## config.mk

```make
export PLATFORM = sky130hd
export DESIGN_NAME = tdm_voice_phase_generator
export DESIGN_NICKNAME = d
export VERILOG_FILES = /design/src/rtl/tdm_voice_phase_generator.sv
export SDC_FILE = /design/constraint.sdc
export NUM_CORES = 1
export LEC_CHECK = 0
export BUFFER_PORTS_ARGS = -buffer_cell sky130_fd_sc_hd__buf_2
export CORE_AREA = 2 2 122 172
export DETAILED_ROUTE_END_ITERATION = 10
export DIE_AREA = 0 0 124 174
export PLACE_DENSITY = 0.79
export SLEW_MARGIN = 20
export SYNTH_ARGS = -nofsm -noshare
export SYNTH_HDL_FRONTEND = slang
export SYNTH_SLANG_ARGS = --single-unit
```

## constraint.sdc

```tcl
create_clock -name dsp_clk -period 3.5 [get_ports dsp_clk]
set_input_delay 0.175 -clock dsp_clk [delete_from_list [all_inputs] [get_ports dsp_clk]]
set_output_delay 0.175 -clock dsp_clk [all_outputs]
set_load 0.01 [all_outputs]
```

## src/rtl/tdm_voice_phase_generator.sv

```systemverilog
// Four-voice TDM oscillator: one voice slot per dsp_clk, registered outputs
// for the downstream sample pipeline (chan / enable / fix15 sample).
module tdm_voice_phase_generator #(
    parameter int unsigned NUM_VOICES = 4,
    parameter int unsigned CHANBITS   = 2,
    parameter int unsigned PH_W       = 24,
    parameter int unsigned D_W        = 16
) (
    input  logic                dsp_clk,
    input  logic                dsp_rst,
    input  logic                sample_tick,
    input  logic                cfg_wr,
    input  logic [CHANBITS-1:0] cfg_voice,
    input  logic [PH_W-1:0]     cfg_incr,
    input  logic [1:0]          cfg_wave,
    input  logic                gate_set,
    input  logic                gate_clr,
    input  logic [CHANBITS-1:0] gate_voice,
    output logic [CHANBITS-1:0] chan_out,
    output logic                chan_en_out,
    output logic [D_W-1:0]      data_out,
    output logic                frame_start
);
    localparam int unsigned W15 = D_W - 1;

    logic [CHANBITS-1:0] slot_q, slot_d;
    logic [PH_W-1:0]     phase_q [NUM_VOICES];
    logic [PH_W-1:0]     phase_d [NUM_VOICES];
    logic [PH_W-1:0]     incr_q  [NUM_VOICES];
    logic [PH_W-1:0]     incr_d  [NUM_VOICES];
    logic [1:0]          wave_q  [NUM_VOICES];
    logic [1:0]          wave_d  [NUM_VOICES];
    logic [NUM_VOICES-1:0] gate_q, gate_d;
    logic                tick_pend_q, tick_pend_d;
    logic                frame_adv_q, frame_adv_d;

    logic [PH_W-1:0] cur_phase;
    logic [1:0]      cur_wave;
    logic            cur_gate;
    logic [W15-1:0]  saw, tri_t, wave15;
    logic [D_W-1:0]  data_d;

    // Waveform of the voice owning this slot, from its pre-update phase.
    always_comb begin
        cur_phase = phase_q[slot_q];
        cur_wave  = wave_q[slot_q];
        cur_gate  = gate_q[slot_q];
        saw       = cur_phase[PH_W-1 -: W15];
        tri_t     = cur_phase[PH_W-2 -: W15];
        case (cur_wave)
            2'd0:    wave15 = saw;
            2'd1:    wave15 = {W15{cur_phase[PH_W-1]}};
            2'd2:    wave15 = cur_phase[PH_W-1] ? ~tri_t : tri_t;
            default: wave15 = ~saw;
        endcase
        data_d = cur_gate ? {{(D_W - W15){1'b0}}, wave15} : '0;
    end

    always_comb begin
        slot_d = (slot_q == CHANBITS'(NUM_VOICES - 1)) ? '0 : slot_q + 1'b1;

        phase_d = phase_q;
        if (frame_adv_q && cur_gate) begin
            phase_d[slot_q] = cur_phase + incr_q[slot_q];
        end
        // Hard sync takes priority over the advance, even when clr wins the gate.
        if (gate_set) begin
            phase_d[gate_voice] = '0;
        end

        gate_d = gate_q;
        if (gate_set) gate_d[gate_voice] = 1'b1;
        if (gate_clr) gate_d[gate_voice] = 1'b0;

        incr_d = incr_q;
        wave_d = wave_q;
        if (cfg_wr) begin
            incr_d[cfg_voice] = cfg_incr;
            wave_d[cfg_voice] = cfg_wave;
        end

        // A tick landing in the slot-0 cycle is carried into the next frame.
        frame_adv_d = frame_adv_q;
        if (slot_q == '0) begin
            frame_adv_d = tick_pend_q;
            tick_pend_d = sample_tick;
        end else begin
            tick_pend_d = tick_pend_q | sample_tick;
        end
    end

    always_ff @(posedge dsp_clk) begin
        if (dsp_rst) begin
            slot_q      <= '0;
            gate_q      <= '0;
            tick_pend_q <= 1'b0;
            frame_adv_q <= 1'b0;
            for (int i = 0; i < int'(NUM_VOICES); i++) begin
                phase_q[i] <= '0;
                incr_q[i]  <= '0;
                wave_q[i]  <= '0;
            end
            chan_out    <= '0;
            chan_en_out <= 1'b0;
            data_out    <= '0;
            frame_start <= 1'b0;
        end else begin
            slot_q      <= slot_d;
            gate_q      <= gate_d;
            tick_pend_q <= tick_pend_d;
            frame_adv_q <= frame_adv_d;
            phase_q     <= phase_d;
            incr_q      <= incr_d;
            wave_q      <= wave_d;
            chan_out    <= slot_q;
            chan_en_out <= cur_gate;
            data_out    <= data_d;
            frame_start <= (slot_q == '0);
        end
    end

endmodule

```

Word level (Yosys, flattened, before mapping)

Index checks and enable logic that the tools add are counted.

Input bits: 36
Logic and storage cells: 87
Bits in registers: 228

Add/sub/neg operators: 2
Equality and inequality tests: 3
Reduce and logical (&&, ||, !) cells: 9
Order comparisons: 9
Bitwise gates (word level): 12
Multiplexer cells: 31

Operator list:

| kind                                                       | number |
|---|---|
| bitwise mux 96 bit                                         | 2 |
| two-way mux 96 bit                                         | 2 |
| two-way mux 24 bit                                         | 7 |
| demux 24 bit (select 2 bit)                                | 3 |
| bitwise AND 96 bit                                         | 1 |
| binary-select mux 24 bit (select 2 bit)                    | 2 |
| inverter 96 bit                                            | 1 |
| case mux 15 bit (3 select lines)                           | 1 |
| inverter 15 bit                                            | 2 |
| adder 24 bit                                               | 1 |
| two-way mux 15 bit                                         | 1 |
| greater-or-equal comparator 3 bit, second input constant   | 3 |
| less-than comparator 3 x 1 -> 1 bit, second input constant | 3 |
| inverter 2 -> 3 bit                                        | 3 |
| bitwise mux 8 bit                                          | 1 |
| two-way mux 4 bit                                          | 2 |
| less-than comparator 2 x 3 -> 1 bit, second input constant | 2 |
| two-way mux 2 bit                                          | 3 |
| logical AND 1 bit                                          | 5 |
| bitwise AND 4 bit                                          | 1 |
| binary-select mux 2 bit (select 2 bit)                     | 1 |
| demux 2 bit (select 2 bit)                                 | 1 |
| == test 2 bit, second input constant                       | 2 |
| zero test 2 bit                                            | 2 |
| other kinds (11)                                           | 14 |

Logic depth before layout (Yosys ltp)

Depth after elaboration: 9
Mapped depth: 13
Mapped depth without buffers: 10

Worst setup path before layout

OpenSTA, ideal clock, no wires.

Path kind: register to register
Start: reg slot_q[0]
End: reg phase_q[67] (netlist name)
Library setup time: 127 ps
Cell stages (with the launch flop): 13
Path slack: -29 ps
Clock period less this slack: 3529 ps
Arrival time: 3402 ps
Path buffers: 3
Cell sequence: dfxtp_1 buf_4 buf_2 buf_2 mux4_2 ha_1 a21o_1 and4_1 o21a_1 a21o_4 a22oi_4 nor4_1 or3_1

Cells in the longest elaborated chain, start to end: 9

Ends and longest elaborated chain:

| element                                                                | RTL line | text |
|---|---|---|
| start, declared                                                        | 26       | `logic [CHANBITS-1:0] slot_q, slot_d;` |
| start signal, assigned                                                 | 108      | `slot_q <= slot_d;` |
| inverter 2 -> 3 bit (implied by the code)                              | 45, 64   |  |
| binary-select mux 24 bit (select 2 bit), or another cell as far along  | 45       | `cur_phase = phase_q[slot_q];` |
| two-way mux 24 bit (implied by the code), or another cell as far along | 45       |  |
| two-way mux 24 bit (on tied branches)                                  | 45, 64   |  |
| adder 24 bit / demux 24 bit (select 2 bit) (equally long branches)     | 64       | `phase_d[slot_q] = cur_phase + incr_q[slot_q];` |
| bitwise mux 96 bit                                                     | 64       |  |
| two-way mux 96 bit (*)                                                 | 63       | `if (frame_adv_q && cur_gate) begin` |
| bitwise AND 96 bit (no source line)                                    | -        |  |
| two-way mux 96 bit (*)                                                 | 67       | `if (gate_set) begin` |
| end signal, assigned                                                   | 112      | `phase_q <= phase_d;` |
| end, declared                                                          | 27       | `logic [PH_W-1:0] phase_q [NUM_VOICES];` |

Mark *: on every way between the ends. The rest lies on a longest branch, timed or not. The select of a mux whose other input is x is not followed.
A chain may end at the register's enable or synchronous reset.

Worst setup path after layout

Start: reg slot_q[0]
End: reg phase_q[45] (netlist name)

Same word-level chain as after synthesis.

==> results.sh <==
export IMPL_wire_per_inst_um=19.5
export IMPL_critical_path_class="reg -> reg"
export IMPL_cts_buffers=22
export IMPL_setup_viol_count_final=0
export IMPL_finalHoldViolCount=0
export IMPL_fin_tns_setup_ns=0
export IMPL_syn_inst=1283
export IMPL_cts_buffer_depth=3
export IMPL_critPathCaptureType="register"
export IMPL_cts_root_buf="clkbuf_16"
export IMPL_max_freq_mhz=299
export IMPL_worstPathMaxFanout=24
export IMPL_grt_max_degree=96
export IMPL_peakVddDrop_mv=0.411
export IMPL_area_growth_pct=14.6
export IMPL_crit_chain="buf_12 > mux4_2 > ha_1 > nand2_1 > nor2_1 > o2111ai_2 > a21oi_2 > mux2i_1 > a211oi_1 > buf_4 > a21oi_1"
export IMPL_yosys_warnings=0
export IMPL_ys_ff_latch=227
export IMPL_numPortBuffers=54
export IMPL_die_area_um2=21600
export IMPL_finalInstanceArea_um2=12600
export IMPL_finClkSkew_ns=0.0216
export IMPL_cts_htree_levels=1
export IMPL_yosys_area_top_type="dfxtp_1"
export IMPL_viasPerCell=6.24
export IMPL_grt_pass1_vias=9964
export IMPL_leakagePower_nw=4.76
export IMPL_antenna_left=0
export IMPL_synth_seq_area_share=0.412
export IMPL_period_share=0.957
export IMPL_placed_area_um2=11500
export IMPL_tightest_slew_ns=1.00
export IMPL_drtIter0Drc=855
export IMPL_dp_cells=1531
export IMPL_initial_utilization=0.547
export IMPL_clock_latency_ns=0.53
export IMPL_clkTransAtPathRegs_ns=0.07
export IMPL_dr_pass1_iters=7
export IMPL_gp_congestion=0.997
export IMPL_max_stage_delay_ns=0.63
export IMPL_syn_nets=1347
export IMPL_grt_first_pass_wirelength_um=49500
export IMPL_placementRows=62
export IMPL_cellPowerDensity_nw_per_um2=459
export IMPL_drc=0
export IMPL_grt_antenna_before_repair=0
export IMPL_yosysMostFrequentCell="nand2_1"
export IMPL_overflow=0
export IMPL_rsz0062_at_grt="false"
export IMPL_synth_commonest_cells="281 x nand2_1, 227 x dfxtp_1, 181 x a21oi_1"
export IMPL_postSynth_asyncResetShare=0
export IMPL_cts_sinks=227
export IMPL_synth_area_leaders="dfxtp_1 41%, mux4_2 10%, nand2_1 9.6%, a21oi_1 8.2%, nor2_1 3.1%"
export IMPL_synth_edff_count=0
export IMPL_cp_slowest_cell="mux4_2"
export IMPL_ios=56
export IMPL_wl_um=31300
export IMPL_cp_data_arrival_time_ns=3.74
export IMPL_relSlewSlack=0.331
export IMPL_yosysUniqueCellTypes=70
export IMPL_cts_tree="done"
export IMPL_drive_gt1_frac=0.163
export IMPL_fin_crit_ns=3.35
export IMPL_insertedDiodeCount=0
export IMPL_yosys_area_top_type_share=0.412
export IMPL_critPathLaunchType="register"
export IMPL_maxCapViolCount=0
export IMPL_vias=9998
export IMPL_grt_usage=0.291
export IMPL_die_x_um=124
export IMPL_synth_main_ff_cell="dfxtp_1"
export IMPL_nets=1394
export IMPL_worstPathRequired_ns=3.89
export IMPL_stdcell_count=1602
export IMPL_die_height_um=174
export IMPL_status="complete, no violations"
export IMPL_slew_viol_final=0
export IMPL_syn_avg_cell_area_um2=8.60
export IMPL_dp_hpwl_um=20100
export IMPL_core_um2=20200
export IMPL_hold_path_class="in -> reg"
export IMPL_synth_area_um2=11000
-- layout make-up --
type,count,area (um2)
clock inverter,11,130
inverter,11,41.3
timing repair buffer,123,918
clock buffer,29,638
fill,1695,7520
multi-input combinational,945,6050
sequential,227,4550
tap,256,320
-- cell families (layout without fill, tap and decap cells) --
group | Yosys count | in the layout | synth area share
AO/OA/AOI/OAI | 310 | 310 | 0.167
XOR/XNOR | 30 | 30 | 0.0245
adder cells (fa/ha/maj) | 28 | 28 | 0.0324
buffers and inverters | 111 | 174 | 0.0432
flip-flops | 227 | 227 | 0.412
multiplexers | 69 | 69 | 0.119
other | 1 | 1 | 0.000340
AND/OR/NAND/NOR | 507 | 507 | 0.202
-- final timing paths --
check                  start     endpoint  slack (ns)  cells past startpoint
setup / recovery   slot_q[0]  phase_q[45]        0.15                     11
hold / removal       dsp_rst  frame_start       0.005                      2
setup reg to reg   slot_q[0]  phase_q[45]        0.15                     11
hold reg to reg   incr_q[52]   incr_q[52]        0.45                      2
-- per-layer routing --
metal / wire [um] / vias up / GRT usage
li1: - / 4633 / -
met1: 11400 / 4768 / 0.339
met2: 16200 / 478 / 0.516
met3: 2420 / 119 / 0.0390
met4: 1250 / 0 / 0.138
met5: 0 / - / 0
-- worst max-delay path, delay by kind of cell, from the launching register on --
| family | cells | cell delay (ns) |
|---|---|---|
| AOI/OAI and AO/OA | 4 | 0.87 |
| adders and majority gates | 1 | 0.38 |
| buffers and inverters | 2 | 0.43 |
| DFF | 1 | 0.42 |
| muxes | 2 | 0.74 |
| and+or+nand+nor | 2 | 0.36 |
-- metrics by stage --
stage                     hold WS (ns)  utilization  total power, mW  worst slack, ns
after floorplan                  0.292            -             3.10           0.0403
after global placement           0.386        0.572             3.29            0.195
after detailed placement         0.411        0.572             3.30            0.162
after CTS                      0.00205        0.626             5.80            0.144
after global routing            0.0226        0.627             5.96           0.0201
final                          0.00537        0.627             5.80            0.152
-- report_power, final --
part	switching, mW	internal (mW)	total, mW
logic	0.379	0.240	0.619
clock network	1.07	1.45	2.52
registers	0.0316	2.63	2.67
total	1.48	4.32	5.80
-- registers in the layout, indices dropped and copies added (netlist names) --
signal and cells:
incr_q 96, phase_q 96, data_out 15, wave_q 8, gate_q 4, chan_out 2, slot_q 2, chan_en_out 1
frame_adv_q 1, frame_start 1, tick_pend_q 1
-- layout by cell type (no fill, tap or decap), drive strengths merged, types with 5 or more instances in the layout --
cell type    synthesis  layout
nor2                91      91
a211oi               7       7
a31oi                8       8
clkinv               1       8
dlygate4sd3          0      31
ha                  27      27
a21o                 5       5
nor4                12      12
or2                  5       5
a21oi              186     186
clkbuf              62      29
a221oi              14      14
nor2b                5       5
nand3               48      48
xor2                22      22
nand4               18      18
nor3                 7       7
and3                 7       7
or4                  6       6
mux4                50      50
o21a                 6       6
o21ai               55      55
xnor2                8       8
dfxtp              227     227
nand2              285     285
or3                  8       8
inv                 10      11
buf                 38      92
o211ai               5       5
mux2i               18      18
-- timing repair --
action | in CTS | in global routing
gates resized for setup | 0 | 4
endpoints found under the setup margin | 0 | 9
buffers inserted | 0 | 0
hold endpoints to repair | 108 | 0
hold buffers | 31 | 0
Power figures use the tool's default switching activity.
